==> src/rtl/otter_wb_queue_pkg.sv <==
// Shared types and widths for the OTTER register-file writeback queue.
// Optional forwarding port: OTTER_WBQ_FORWARD_EN.
package otter_wb_pkg;

  localparam int REG_ADDR_W = 5;
  localparam int XLEN       = 32;
  localparam int NUM_REGS   = 32;

  typedef struct packed {
    logic [REG_ADDR_W-1:0] dest;
    logic [XLEN-1:0]       data;
  } wb_entry_t;

  // x0 is never tracked, so its bit is always left clear
  function automatic logic [NUM_REGS-1:0] reg_onehot(input logic [REG_ADDR_W-1:0] r);
    logic [NUM_REGS-1:0] v;
    v = '0;
    if (r != '0) v[r] = 1'b1;
    return v;
  endfunction

endpackage

==> src/rtl/otter_wb_queue_if.sv <==
// Producer / register-file side bundle of the writeback queue.
// FWD_* signals exist only when OTTER_WBQ_FORWARD_EN is defined.
interface otter_wb_queue_if #(parameter int DEPTH = 4);
  import otter_wb_pkg::*;

  localparam int CNT_W = $clog2(DEPTH) + 1;

  logic                  ALU_VALID;
  logic [REG_ADDR_W-1:0] ALU_DEST;
  logic [XLEN-1:0]       ALU_DATA;
  logic                  ALU_READY;
  logic                  MEM_VALID;
  logic [REG_ADDR_W-1:0] MEM_DEST;
  logic [XLEN-1:0]       MEM_DATA;
  logic                  MEM_READY;
  logic                  WB_HOLD;
  logic [REG_ADDR_W-1:0] WB_DEST_REG;
  logic [XLEN-1:0]       WB_DIN;
  logic                  WB_WRITE_ENABLE;
  logic [NUM_REGS-1:0]   PENDING;
  logic [CNT_W-1:0]      COUNT;
`ifdef OTTER_WBQ_FORWARD_EN
  logic [REG_ADDR_W-1:0] FWD_REG;
  logic                  FWD_HIT;
  logic [XLEN-1:0]       FWD_DATA;

  modport master (
    output ALU_VALID, ALU_DEST, ALU_DATA, MEM_VALID, MEM_DEST, MEM_DATA, WB_HOLD, FWD_REG,
    input  ALU_READY, MEM_READY, WB_DEST_REG, WB_DIN, WB_WRITE_ENABLE, PENDING, COUNT,
           FWD_HIT, FWD_DATA
  );
  modport slave (
    input  ALU_VALID, ALU_DEST, ALU_DATA, MEM_VALID, MEM_DEST, MEM_DATA, WB_HOLD, FWD_REG,
    output ALU_READY, MEM_READY, WB_DEST_REG, WB_DIN, WB_WRITE_ENABLE, PENDING, COUNT,
           FWD_HIT, FWD_DATA
  );
`else
  modport master (
    output ALU_VALID, ALU_DEST, ALU_DATA, MEM_VALID, MEM_DEST, MEM_DATA, WB_HOLD,
    input  ALU_READY, MEM_READY, WB_DEST_REG, WB_DIN, WB_WRITE_ENABLE, PENDING, COUNT
  );
  modport slave (
    input  ALU_VALID, ALU_DEST, ALU_DATA, MEM_VALID, MEM_DEST, MEM_DATA, WB_HOLD,
    output ALU_READY, MEM_READY, WB_DEST_REG, WB_DIN, WB_WRITE_ENABLE, PENDING, COUNT
  );
`endif

endinterface

==> src/rtl/otter_wb_queue_fifo.sv <==
// In-order DEPTH-entry FIFO of writeback entries.
// Entries are exposed oldest-first (ent[0] is the head) with a matching valid vector.
module otter_wb_fifo
  import otter_wb_pkg::*;
#(
  parameter int DEPTH = 4,
  localparam int PTR_W = $clog2(DEPTH),
  localparam int CNT_W = PTR_W + 1
) (
  input  logic                   clk,
  input  logic                   rst,
  input  logic                   push,
  input  wb_entry_t              push_entry,
  input  logic                   pop,
  output wb_entry_t [DEPTH-1:0]  ent,
  output logic      [DEPTH-1:0]  ent_valid,
  output logic                   full,
  output logic                   empty,
  output logic      [CNT_W-1:0]  count
);

  wb_entry_t        mem [DEPTH];
  logic [PTR_W-1:0] head;
  logic [PTR_W-1:0] tail;
  logic [CNT_W-1:0] cnt;
  logic             push_ok;
  logic             pop_ok;

  assign full    = (cnt == CNT_W'(DEPTH));
  assign empty   = (cnt == '0);
  assign count   = cnt;
  assign push_ok = push && !full;
  assign pop_ok  = pop && !empty;

  always_ff @(posedge clk or posedge rst) begin
    if (rst) begin
      head <= '0;
      tail <= '0;
      cnt  <= '0;
    end else begin
      if (push_ok) tail <= tail + 1'b1;
      if (pop_ok)  head <= head + 1'b1;
      case ({push_ok, pop_ok})
        2'b10:   cnt <= cnt + 1'b1;
        2'b01:   cnt <= cnt - 1'b1;
        default: cnt <= cnt;
      endcase
    end
  end

  // Storage needs no reset: nothing is visible unless counted valid
  always_ff @(posedge clk) begin
    if (push_ok) mem[tail] <= push_entry;
  end

  for (genvar k = 0; k < DEPTH; k++) begin : g_age
    assign ent[k]       = mem[head + PTR_W'(k)];
    assign ent_valid[k] = (CNT_W'(k) < cnt);
  end

endmodule

==> src/rtl/otter_wb_queue.sv <==
// Writeback queue for the OTTER register file: ALU/MEM arbitration, x0 drop, pending scoreboard.
// Optional youngest-entry forwarding when OTTER_WBQ_FORWARD_EN is defined.
module otter_wb_queue
  import otter_wb_pkg::*;
#(
  parameter int DEPTH = 4
) (
  input  logic           CLK,
  input  logic           RST,
  otter_wb_queue_if.slave wb
);

  localparam int CNT_W = $clog2(DEPTH) + 1;

  wb_entry_t [DEPTH-1:0] ent;
  logic      [DEPTH-1:0] ent_valid;
  wb_entry_t             push_entry;
  logic [CNT_W-1:0]      count;
  logic                  full;
  logic                  empty;
  logic                  alu_nz;
  logic                  mem_nz;
  logic                  alu_take;
  logic                  mem_take;
  logic                  pop;
  logic [NUM_REGS-1:0]   pending;

  assign alu_nz = (wb.ALU_DEST != '0);
  assign mem_nz = (wb.MEM_DEST != '0);

  // READY looks only at the registered full flag; x0 requests are always swallowed
  assign wb.ALU_READY = !full || !alu_nz;
  assign wb.MEM_READY = !mem_nz || (!full && !(wb.ALU_VALID && alu_nz));

  assign alu_take = wb.ALU_VALID && alu_nz && !full;
  assign mem_take = wb.MEM_VALID && mem_nz && !full && !(wb.ALU_VALID && alu_nz);
  assign pop      = !empty && !wb.WB_HOLD;

  always_comb begin
    push_entry = '{dest: wb.MEM_DEST, data: wb.MEM_DATA};
    if (alu_take) push_entry = '{dest: wb.ALU_DEST, data: wb.ALU_DATA};
  end

  otter_wb_fifo #(.DEPTH(DEPTH)) u_fifo (
    .clk        (CLK),
    .rst        (RST),
    .push       (alu_take || mem_take),
    .push_entry (push_entry),
    .pop        (pop),
    .ent        (ent),
    .ent_valid  (ent_valid),
    .full       (full),
    .empty      (empty),
    .count      (count)
  );

  assign wb.WB_WRITE_ENABLE = pop;
  assign wb.WB_DEST_REG     = empty ? '0 : ent[0].dest;
  assign wb.WB_DIN          = empty ? '0 : ent[0].data;
  assign wb.COUNT           = count;

  always_comb begin
    pending = '0;
    for (int k = 0; k < DEPTH; k++) begin
      if (ent_valid[k]) pending = pending | reg_onehot(ent[k].dest);
    end
  end
  assign wb.PENDING = pending;

`ifdef OTTER_WBQ_FORWARD_EN
  logic            fwd_hit;
  logic [XLEN-1:0] fwd_data;

  // Scan oldest to youngest so the last match (youngest) wins
  always_comb begin
    fwd_hit  = 1'b0;
    fwd_data = '0;
    if (wb.FWD_REG != '0) begin
      for (int k = 0; k < DEPTH; k++) begin
        if (ent_valid[k] && (ent[k].dest == wb.FWD_REG)) begin
          fwd_hit  = 1'b1;
          fwd_data = ent[k].data;
        end
      end
    end
  end
  assign wb.FWD_HIT  = fwd_hit;
  assign wb.FWD_DATA = fwd_data;
`endif

endmodule

==> src/flat_wrapper.sv <==
// flat-port wrapper written by rule: the top's interface ports become plain ports
module otter_wb_queue_flat import otter_wb_pkg::*;
#(
  parameter int DEPTH = 4
)
  (CLK, RST, wb_ALU_VALID, wb_ALU_DEST, wb_ALU_DATA, wb_MEM_VALID, wb_MEM_DEST, wb_MEM_DATA, wb_WB_HOLD, wb_ALU_READY, wb_MEM_READY, wb_WB_DEST_REG, wb_WB_DIN, wb_WB_WRITE_ENABLE, wb_PENDING, wb_COUNT);
  otter_wb_queue_if #(.DEPTH(DEPTH)) wb_i ();
  input  logic CLK;
  input  logic RST;
  input wire logic [$bits(wb_i.ALU_VALID)-1:0] wb_ALU_VALID;
  input wire logic [$bits(wb_i.ALU_DEST)-1:0] wb_ALU_DEST;
  input wire logic [$bits(wb_i.ALU_DATA)-1:0] wb_ALU_DATA;
  input wire logic [$bits(wb_i.MEM_VALID)-1:0] wb_MEM_VALID;
  input wire logic [$bits(wb_i.MEM_DEST)-1:0] wb_MEM_DEST;
  input wire logic [$bits(wb_i.MEM_DATA)-1:0] wb_MEM_DATA;
  input wire logic [$bits(wb_i.WB_HOLD)-1:0] wb_WB_HOLD;
  output wire logic [$bits(wb_i.ALU_READY)-1:0] wb_ALU_READY;
  output wire logic [$bits(wb_i.MEM_READY)-1:0] wb_MEM_READY;
  output wire logic [$bits(wb_i.WB_DEST_REG)-1:0] wb_WB_DEST_REG;
  output wire logic [$bits(wb_i.WB_DIN)-1:0] wb_WB_DIN;
  output wire logic [$bits(wb_i.WB_WRITE_ENABLE)-1:0] wb_WB_WRITE_ENABLE;
  output wire logic [$bits(wb_i.PENDING)-1:0] wb_PENDING;
  output wire logic [$bits(wb_i.COUNT)-1:0] wb_COUNT;
  assign wb_i.ALU_VALID = wb_ALU_VALID;
  assign wb_i.ALU_DEST = wb_ALU_DEST;
  assign wb_i.ALU_DATA = wb_ALU_DATA;
  assign wb_i.MEM_VALID = wb_MEM_VALID;
  assign wb_i.MEM_DEST = wb_MEM_DEST;
  assign wb_i.MEM_DATA = wb_MEM_DATA;
  assign wb_i.WB_HOLD = wb_WB_HOLD;
  assign wb_ALU_READY = wb_i.ALU_READY;
  assign wb_MEM_READY = wb_i.MEM_READY;
  assign wb_WB_DEST_REG = wb_i.WB_DEST_REG;
  assign wb_WB_DIN = wb_i.WB_DIN;
  assign wb_WB_WRITE_ENABLE = wb_i.WB_WRITE_ENABLE;
  assign wb_PENDING = wb_i.PENDING;
  assign wb_COUNT = wb_i.COUNT;
  otter_wb_queue #(.DEPTH(DEPTH)) u_core (.CLK(CLK), .RST(RST), .wb(wb_i));
endmodule
==> config.mk <==
export PLATFORM = sky130hd
export DESIGN_NAME = otter_wb_queue_flat
export DESIGN_NICKNAME = d
export VERILOG_FILES = /design/src/rtl/otter_wb_queue_pkg.sv /design/src/rtl/otter_wb_queue_if.sv /design/src/rtl/otter_wb_queue_fifo.sv /design/src/rtl/otter_wb_queue.sv /design/src/flat_wrapper.sv
export SDC_FILE = /design/constraint.sdc
export NUM_CORES = 1
export LEC_CHECK = 0
export CAP_MARGIN = 20
export CORE_ASPECT_RATIO = 0.75
export CORE_UTILIZATION = 58
export CTS_BUF_LIST = sky130_fd_sc_hd__clkbuf_8
export CTS_CLUSTER_DIAMETER = 150
export DETAILED_ROUTE_END_ITERATION = 10
export PLACE_DENSITY_LB_ADDON = 0.2
export SLEW_MARGIN = 20
export SYNTH_ARGS = -nofsm -noshare
export SYNTH_HDL_FRONTEND = slang
export SYNTH_SLANG_ARGS = --single-unit
==> constraint.sdc <==
create_clock -name CLK -period 7.65 [get_ports CLK]
set_clock_uncertainty 0.15 [all_clocks]
set_input_delay 0.765 -clock CLK [delete_from_list [all_inputs] [get_ports CLK]]
set_output_delay 0.765 -clock CLK [all_outputs]
set_load 0.005 [all_outputs]
# ---- Yosys cells after proc, flatten, opt, wreduce, memory -nomap -nowiden
# Memories as Yosys holds them, arrays and structs flattened.
# Cells that the tools add are included.
dict set report classes {
  add_sub_neg 6
  n_mul 0
  div_mod_pow 0
  n_lt_le_gt_ge 12
  eq_ne 3
  n_shift 0
  mux 25
  n_bitwise 3
  n_reduce_logical 30
}
# op count
set ops {}
lappend ops {{$mux 32} 12}
lappend ops {{$or 32x32->32} 3}
lappend ops {{$mux 37} 1}
lappend ops {{$reduce_bool 5->1} 6}
lappend ops {{$lt 5x6->1 const B} 4}
lappend ops {{$demux 1 s5} 4}
lappend ops {{$ge 5x1->1 const B} 4}
lappend ops {{$logic_and 1x1->1} 13}
lappend ops {{$logic_not 1->1} 6}
lappend ops {{$lt 1x3->1 const A} 2}
lappend ops {{$lt 2x3->1 const A} 2}
lappend ops {{$mux 1} 6}
lappend ops {{$pmux 3 s2} 1}
lappend ops {{$mux 5} 1}
lappend ops {{$add 2x1->2 const B} 2}
lappend ops {{$add 2x2->2 const B} 2}
lappend ops {{$add 3x1->3 const B} 1}
lappend ops {{$eq 3x3->1 const B} 1}
lappend ops {{$logic_not 3->1} 1}
lappend ops {{$logic_or 1x1->1} 3}
lappend ops {{$sub 3x1->3 const B} 1}
lappend ops {{$eq 2x1->1 const B} 1}
lappend ops {{$eq 2x2->1 const B} 1}
lappend ops {{$reduce_bool 2->1} 1}
dict set report totals {
  register_bits 7
  latchBits 0
  mem_bits_rw 148
  mem_bits_ro 0
  in_bits 79
  out_inout_bits 75
  wordCells 83
  mem_count 1
}
# memory words word_bits read_ports rd_ports_with_merged_regs wr line_no
set memory_table {}
lappend memory_table {u_core.u_fifo.mem 4 37 4 0 1 otter_wb_queue_fifo.sv:22} ;# wb_entry_t mem [DEPTH];

# ---- Depth between registers and ports, before layout
# Gate-level depths: netlist of the first run.
# An unclocked memory read counts as a cell.
dict set report depth {
  depth_word 14
  ltp_mapped 9
  depth_no_buf 9
}

# ---- Cells and area by module
# From an unflattened synthesis of the first run, not the netlist that was laid out.
dict set report unflattened {
  hier_cells 609
  area_unflattened_um2 10349.9
}
# mod n_inst cells_each area_per_inst_um2 seq_area_each_um2
set by_module_without_submodules {}
lappend by_module_without_submodules {otter_wb_fifo 1 379 8560.7 4619.4}
lappend by_module_without_submodules {otter_wb_queue 1 230 1789.2 0.0}

# ---- Worst setup path after synthesis of the first run
# OpenSTA, ideal clock, no wires.
dict set report synth_timing {
  kind {input port to flip-flop}
  from {input port wb_ALU_DEST[0]}
  to {memory u_core.u_fifo.mem[0][0] (netlist bit) (enable)}
  setup_ns 0.428
  t_arrival_ns 2.282
  required_ns 7.072
  slack_ns 4.789
  path_stages 4
  path_buffers 0
  cell_sequence {or4_1 -> o21ai_0 -> a21boi_1 -> and2_1}
}
dict set report synth_via {
  elab_chain_len 8
  word_cells_on_any_way 9
  cone_classes {mux: 2; reduce/logical: 7}
}
# element line_no
set synth_rtl {}
lappend synth_rtl {{start, declared} flat_wrapper.sv:11} ;# input wire logic [$bits(wb_i.ALU_DEST)-1:0] wb_ALU_DEST;
lappend synth_rtl {{$reduce_bool 5->1 (*)} otter_wb_queue.sv:28} ;# assign alu_nz = (wb.ALU_DEST != '0);
lappend synth_rtl {{$logic_and 1x1->1 (*)} {otter_wb_queue.sv:35, otter_wb_queue.sv:36}}
lappend synth_rtl {{$logic_not 1->1} otter_wb_queue.sv:36} ;# assign mem_take = wb.MEM_VALID && mem_nz && !full && !(wb.ALU_VALID && alu_nz);
lappend synth_rtl {{$logic_and 1x1->1} otter_wb_queue.sv:36}
lappend synth_rtl {{$logic_or 1x1->1 (*)} otter_wb_queue.sv:47} ;# .push (alu_take || mem_take),
lappend synth_rtl {{$logic_and 1x1->1 (*)} otter_wb_queue_fifo.sv:32} ;# assign push_ok = push && !full;
lappend synth_rtl {{$mux 1 (*)} otter_wb_queue_fifo.sv:53} ;# if (push_ok) mem[tail] <= push_entry;
lappend synth_rtl {{$mux 1 (not written as such) (*)} otter_wb_queue_fifo.sv:53}
lappend synth_rtl {{end, declared} otter_wb_queue_fifo.sv:22}
# Every way passes the cells marked *; elsewhere a longest branch is shown, timed or not.

# ---- Worst setup path after layout of the first run
dict set report layout_timing {
  from {register u_core.u_fifo.head[0]}
  to {output port wb_PENDING[1]}
}
dict set report layout_via {
  elab_chain_len 14
  word_cells_on_any_way 42
  cone_classes {add/sub: 3; order compare: 8; mux: 19; bitwise: 3; reduce/logical: 8; memory: 1}
}
# element line_no
set layout_rtl {}
lappend layout_rtl {{start, declared} otter_wb_queue_fifo.sv:23} ;# logic [PTR_W-1:0] head;
lappend layout_rtl {{start signal, assigned} otter_wb_queue_fifo.sv:42} ;# if (pop_ok) head <= head + 1'b1;
lappend layout_rtl {{$add 2x1->2} otter_wb_queue_fifo.sv:57} ;# assign ent[k] = mem[head + PTR_W'(k)];
lappend layout_rtl {{$mem_v2 4x37 (*)} n/a}
lappend layout_rtl {{$lt 5x6->1 (not written as such) / $ge 5x1->1 (equally long branches)} otter_wb_queue_pkg.sv:18} ;# if (r != '0) v[r] = 1'b1;
lappend layout_rtl {{$logic_and 1x1->1 (not written as such)} otter_wb_queue_pkg.sv:18}
lappend layout_rtl {{$mux 1 (not written as such)} otter_wb_queue_pkg.sv:18}
lappend layout_rtl {{$demux 1 s5} n/a}
lappend layout_rtl {{$mux 32} otter_wb_queue_pkg.sv:18}
lappend layout_rtl {{$mux 32} otter_wb_queue.sv:65} ;# if (ent_valid[k]) pending = pending | reg_onehot(ent[k].dest);
lappend layout_rtl {{$or 32x32->32} otter_wb_queue.sv:65}
lappend layout_rtl {{$mux 32} otter_wb_queue.sv:65}
lappend layout_rtl {{$or 32x32->32} otter_wb_queue.sv:65}
lappend layout_rtl {{$mux 32} otter_wb_queue.sv:65}
lappend layout_rtl {{$or 32x32->32} otter_wb_queue.sv:65}
lappend layout_rtl {{$mux 32 (*)} otter_wb_queue.sv:65}
lappend layout_rtl {{end, declared} flat_wrapper.sv:22} ;# output wire logic [$bits(wb_i.PENDING)-1:0] wb_PENDING;
# Every way passes the cells marked *; elsewhere a longest branch is shown, timed or not. The select of a mux whose other input is x is not followed.

==> out/metrics.yaml, run 1 <==
wl_per_cell_um: 24.72
num_antenna_cells: 0
worst_pin_slew_ps: 1110
startpoint_type: "flip-flop"
finalNonFillerCells: 841
finalWirelength_um: 20790
synth_cell_types: 54
drive_gt1_share_pct: 20.90
synth_top_area_share_pct: 55.23
yosysMostFrequentCell: "edfxtp_1"
drt_pre_antenna_iters: 5
core_area_mm2: 0.01324
area_growth_pct: 24.80
rsz0062_at_grt: "false"
ys_ff_latch: 155
r2r_slack_ps: 4540
fin_crit_sh_pct: 64.87
first_global_vias: 5531
synth_area_leaders: "edfxtp_1 (55%), mux4_2 (14%), mux2_2 (5.3%)"
max_freq_ghz: 0.2015
crit_start: "u_core.u_fifo.head[0]"
synth_top_area_cell: "edfxtp_1"
stdcell_area_mm2: 0.01004
viasPerCell: 6.546
nets: 745
placed_cell_area_mm2: 0.009661
cts.sinks: 155
ir_drop_v: 0.0005450
cts_root_buf: "clkbuf_8"
dieArea_mm2: 0.01435
drc: 0
fin_tns_setup_ps: 0
postRouteAntennaNets: 0
critPathKind: "flip-flop to output pin"
gp_congestion: 0.9500
cp-end-kind: "output pin"
async_reset_ff_share_pct: 4.516
clockBufferDepth: 2
crit-reg2reg-launch: "u_core.u_fifo.count[0]"
ys.flop_type: "edfxtp_1"
num_vias: 5505
drt-initial-drc-count: 442
insertion_delay_ps: 440
drv_cap: 0
p_leak_nw: 3.297
synth-seq-area-share_pct: 57.41
grt_remaining_overflow: 0
setup_viol: 0
slew_viol_final: 0
fp.dieH_um: 104.0
synth_edf_count: 148
outcome: "complete, no violations"
yosys_warnings: 0
start_util_pct: 60.76
rows: 36
postCtsResizedCells: 0
hpwlAfterDp_um: 14290
cts_tree: "built"
grt_usage_pct: 29.59
clk_pin_slew_ps: 100
fin_crit_ps: 4963
holdWs_ps: 427.3
grt_pass1_wl_um: 31460
required_ps: 6730
synth_top_cells_by_count: "edfxtp_1 (148), mux4_2 (49), nor2b_1 (48)"
antenna_found_initial: 0
critPathMaxFanout: 54
io_pins: 154
h-tree-depth: 4
synth_nets: 597
postSynthCellCount: 509
avgSynthCellArea_um2: 15.81
io_buffers: 152
powerDensity_mw_per_mm2: 449.5
syn_area_mm2: 0.008046
numCtsBuffers: 17
grt_start_max_net_pins: 55
slew_headroom_pct: 25.87
die_w_um: 138.0
arrival_ps: 4050
cts_hold_buf: 0
hp-class: "input port to async pin"
placed_cells: 809
cts_setup_buffers: 0
hold_violations: 0
## cells in the final DEF, fill, tap and decap left out, types with 4 or more instances in the layout
cell             netlist  layout
dfrtp_1                7       5
and2_2                 0       4
a22oi_1               13      13
inv_6                  0       5
o22ai_1                9       9
o21ai_0                4       4
nand2b_1              12      11
mux2_2                38      38
o221ai_1               7       7
nor2b_1               48      47
inv_1                  8       9
edfxtp_1             148     148
nand2_1               23      23
and2_1                 8       4
nand3_1                6       6
nor4b_2                3       4
nand4b_1               5       5
a221o_1                9       9
xnor2_1                5       5
ha_1                   9       9
nor2_1                12      12
clkbuf_8               0      17
o211ai_1              10      10
clkdlybuf4s50_1        0     152
nand4_1                7       7
mux4_2                49      49
## layout make-up
class | count | area (µm²)
Inverter | 8 | 30.03
Timing Repair Buffer | 153 | 1529
Clock inverter | 15 | 141.4
Sequential cell | 155 | 4624
Fill cell | 781 | 3201
Tap cell | 171 | 214.0
Multi-Input combinational cell | 322 | 3269
Clock buffer | 17 | 234.0
## flip-flops by register name, summed over array words and instances (netlist names)
register,cells
u_core.u_fifo.tail,2
u_core.u_fifo.head,2
u_core.u_fifo.mem,148
u_core.u_fifo.count,3
## worst paths after layout
kind                       cells past startpoint                       end
max in group asynchronous                      2     u_core.u_fifo.head[0]
hold reg to reg                                1     u_core.u_fifo.tail[1]
setup reg to reg                               5  u_core.u_fifo.mem[3][30]
setup / recovery                               5             wb_PENDING[1]
min in group CLK                               1     u_core.u_fifo.tail[1]
hold / removal                                 2    u_core.u_fifo.count[1]
## stage by stage
| step | power [W] | setup WS [ps] | utilization, % |
|---|---|---|---|
| 2_1_floorplan | 0.002826 | 4789 | - |
| 3_3_place_gp | 0.003832 | 3103 | 72.95 |
| 3_5_place_dp | 0.003900 | 3085 | 72.95 |
| 4_1_cts | 0.004492 | 2571 | 75.78 |
| 5_1_grt | 0.004725 | 2346 | 75.83 |
| 6_report | 0.004514 | 2687 | 75.83 |
## critical path, cell delays in order (launching register included)
cell and delay (ps):
dfrtp_4 1080, mux4_2 710, nor4b_1 930, a22oi_1 210
o211ai_1 140, clkdlybuf4s50_1 530
## logic make-up (layout without fill, tap and decap cells)
kind of cell / after synthesis / count (layout) / share of synthesized area (%)
multiplexers: 91 / 91 / 20.14
buffers and inverters: 32 / 193 / 2.223
adder cells (fa/ha/maj): 9 / 9 / 1.399
flip-flops: 155 / 155 / 57.41
AO/OA/AOI/OAI: 69 / 69 / 6.733
XOR/XNOR: 6 / 6 / 0.6531
AND/OR/NAND/NOR: 146 / 146 / 11.40
other: 1 / 1 / 0.04660
## where the power goes
group / switching [W] / internal (W)
Sequential: 0.000184 / 0.00126
Combinational: 0.00124 / 0.00124
Clock: 0.000319 / 0.000263
## layer usage
layer | wire [µm] | global-route usage, %
met5 | 0 | 0
met4 | 306 | 9.419
met3 | 2061 | 8.886
met2 | 9980 | 45.46
met1 | 8439 | 40.76
(Power assumes the default switching activity.)
==> inputs of run 2 (changes only) <==
CORE_UTILIZATION = 49   (was 58)
clock period = 4.4 ns   (was 7.65 ns; I/O delays follow)
==> run 2 against run 1 <==
Effect of this change:
- total power rose by 73%
- cell count rose by 6.2%
- combinational power rose by 76%
- cell area rose by 1.5%
- critical endpoint is now wb_PENDING[9]
- highest routed layer unchanged
==> out/metrics.yaml, run 2 (same netlist as run 1, synthesis figures left out) <==
power.share.clock_pct: 13.0
insertion_delay_ps: 440
area_growth_pct: 26.65
power.switching_w: 0.002994
clockBufferDepth: 2
netSwitchingFraction_pct: 38.29
rsz0062_at_grt: "false"
viasPerCell: 6.036
critPathMaxFanout: 21
cts_hold_buf: 0
hpwlAfterDp_um: 13790
ir_drop_v: 0.0003290
required_ps: 3810
p_leak_nw: 3.361
start_util_pct: 50.24
fin_tns_setup_ps: 0
slew_headroom_pct: 22.82
power_frac_seq_pct: 31.1
startpoint_type: "flip-flop"
critPathKind: "flip-flop to output pin"
core_area_mm2: 0.01602
slew_viol_final: 0
most-common-layout-cells: "clkdlybuf4s50_1 (152), edfxtp_1 (148), mux4_2 (49)"
grt_start_max_net_pins: 38
antenna_found_initial: 0
grt_usage_pct: 24.20
stdcell_area_mm2: 0.01019
setup_viol: 0
rr_worst_depth: 6
drv_cap: 0
outcome: "complete, no violations"
largest_register_ffs: 148
dieArea_mm2: 0.01694
multi_input_area_mm2: 0.003263
io_buffers: 152
postRouteAntennaNets: 0
layout_commonest_cell: "clkdlybuf4s50_1"
cts_setup_buffers: 0
fillers: 1177
max_flop_register: "u_core.u_fifo.mem"
powerDensity_mw_per_mm2: 767.3
hp-class: "input port to async pin"
crit-reg2reg-launch: "u_core.u_fifo.count[0]"
grt_pass1_wl_um: 30080
io_pins: 154
regArea_mm2: 0.004624
drive_gt1_share_pct: 22.40
rows: 40
power.share.combinational_pct: 55.9
arrival_ps: 3700
cp-end-kind: "output pin"
first_global_vias: 5357
finalWirelength_um: 19400
clk_pin_slew_ps: 90
num_vias: 5390
drc: 0
fin_crit_ps: 4287
cts_root_buf: "clkbuf_8"
drt_pre_antenna_iters: 9
drt-initial-drc-count: 392
numCtsBuffers: 17
worst_pin_slew_ps: 1142
cell_internal_pwr_w: 0.004826
rr_endpoint: "u_core.u_fifo.mem[2][3]"
wl_per_cell_um: 21.72
placed_cell_area_mm2: 0.009807
gp_congestion: 0.9566
h-tree-depth: 4
nets: 758
r2r_slack_ps: 1310
max_freq_ghz: 0.2333
hold_violations: 0
cts_tree: "built"
grt_remaining_overflow: 0
fp.dieH_um: 113.0
num_antenna_cells: 0
fin_crit_sh_pct: 97.43
postCtsResizedCells: 0
die_w_um: 150.0
cts.sinks: 155
[run 2: layout make-up]
| class | count | share of cell area, % |
|---|---|---|
| multi-input cells | 322 | 32.02 |
| repair buffers | 166 | 15.96 |
| flip-flops and latches | 155 | 45.38 |
| inverters | 8 | 0.2947 |
| clock inverters | 15 | 1.473 |
| clock buffers | 17 | 2.296 |
| well taps | 210 | 2.578 |
[run 2: worst max-delay path by stage]
stage,start,end,depth (start not counted)
after floorplan,u_core.u_fifo.count[0],u_core.u_fifo.mem[0][0],5
after global placement,u_core.u_fifo.head[0],wb_PENDING[1],5
after detailed placement,u_core.u_fifo.head[0],wb_PENDING[9],5
after CTS,u_core.u_fifo.head[0],wb_PENDING[9],5
after global routing,u_core.u_fifo.head[0],wb_PENDING[9],5
final,u_core.u_fifo.head[0],wb_PENDING[9],5
[run 2: worst max-delay path, cell delays in order, from the launching register on]
cell and delay, ps:
dfrtp_4 660, mux4_2 670, nor4b_1 1010, a22oi_1 220, o211ai_1 150, clkdlybuf4s50_1 530
[run 2: power by group through the flow]
stage          Combinational, W  Clock (W)  Sequential [W]
2_1_floorplan           0.00259          0         0.00232
6_report                0.00437    0.00102         0.00243
5_1_grt                 0.00469    0.00110         0.00249
3_3_place_gp            0.00437          0         0.00244
4_1_cts                 0.00436    0.00104         0.00244
3_5_place_dp            0.00434          0         0.00248
[run 2: stage by stage]
step	std cells	total power, W	hold WS, ps	util [%]	setup slack, ps
after global routing	893	0.008279	78.30	63.63	22.20
after global placement	861	0.006806	395.6	61.23	741.7
after detailed placement	861	0.006815	419.4	61.23	678.0
after floorplan	509	0.004913	93.40	-	1662
after CTS	893	0.007845	56.10	63.63	155.7
final	893	0.007820	83.11	63.63	112.9
[run 2: metal layers]
layer  global-route usage [%]  share of wire (%)  up-vias
met1                    32.77                 43     2718
li1                         -                  -     2409
met3                    6.452                8.0       21
met5                        0                  0        -
met4                    5.859               0.84        0
met2                    39.23                 48      242
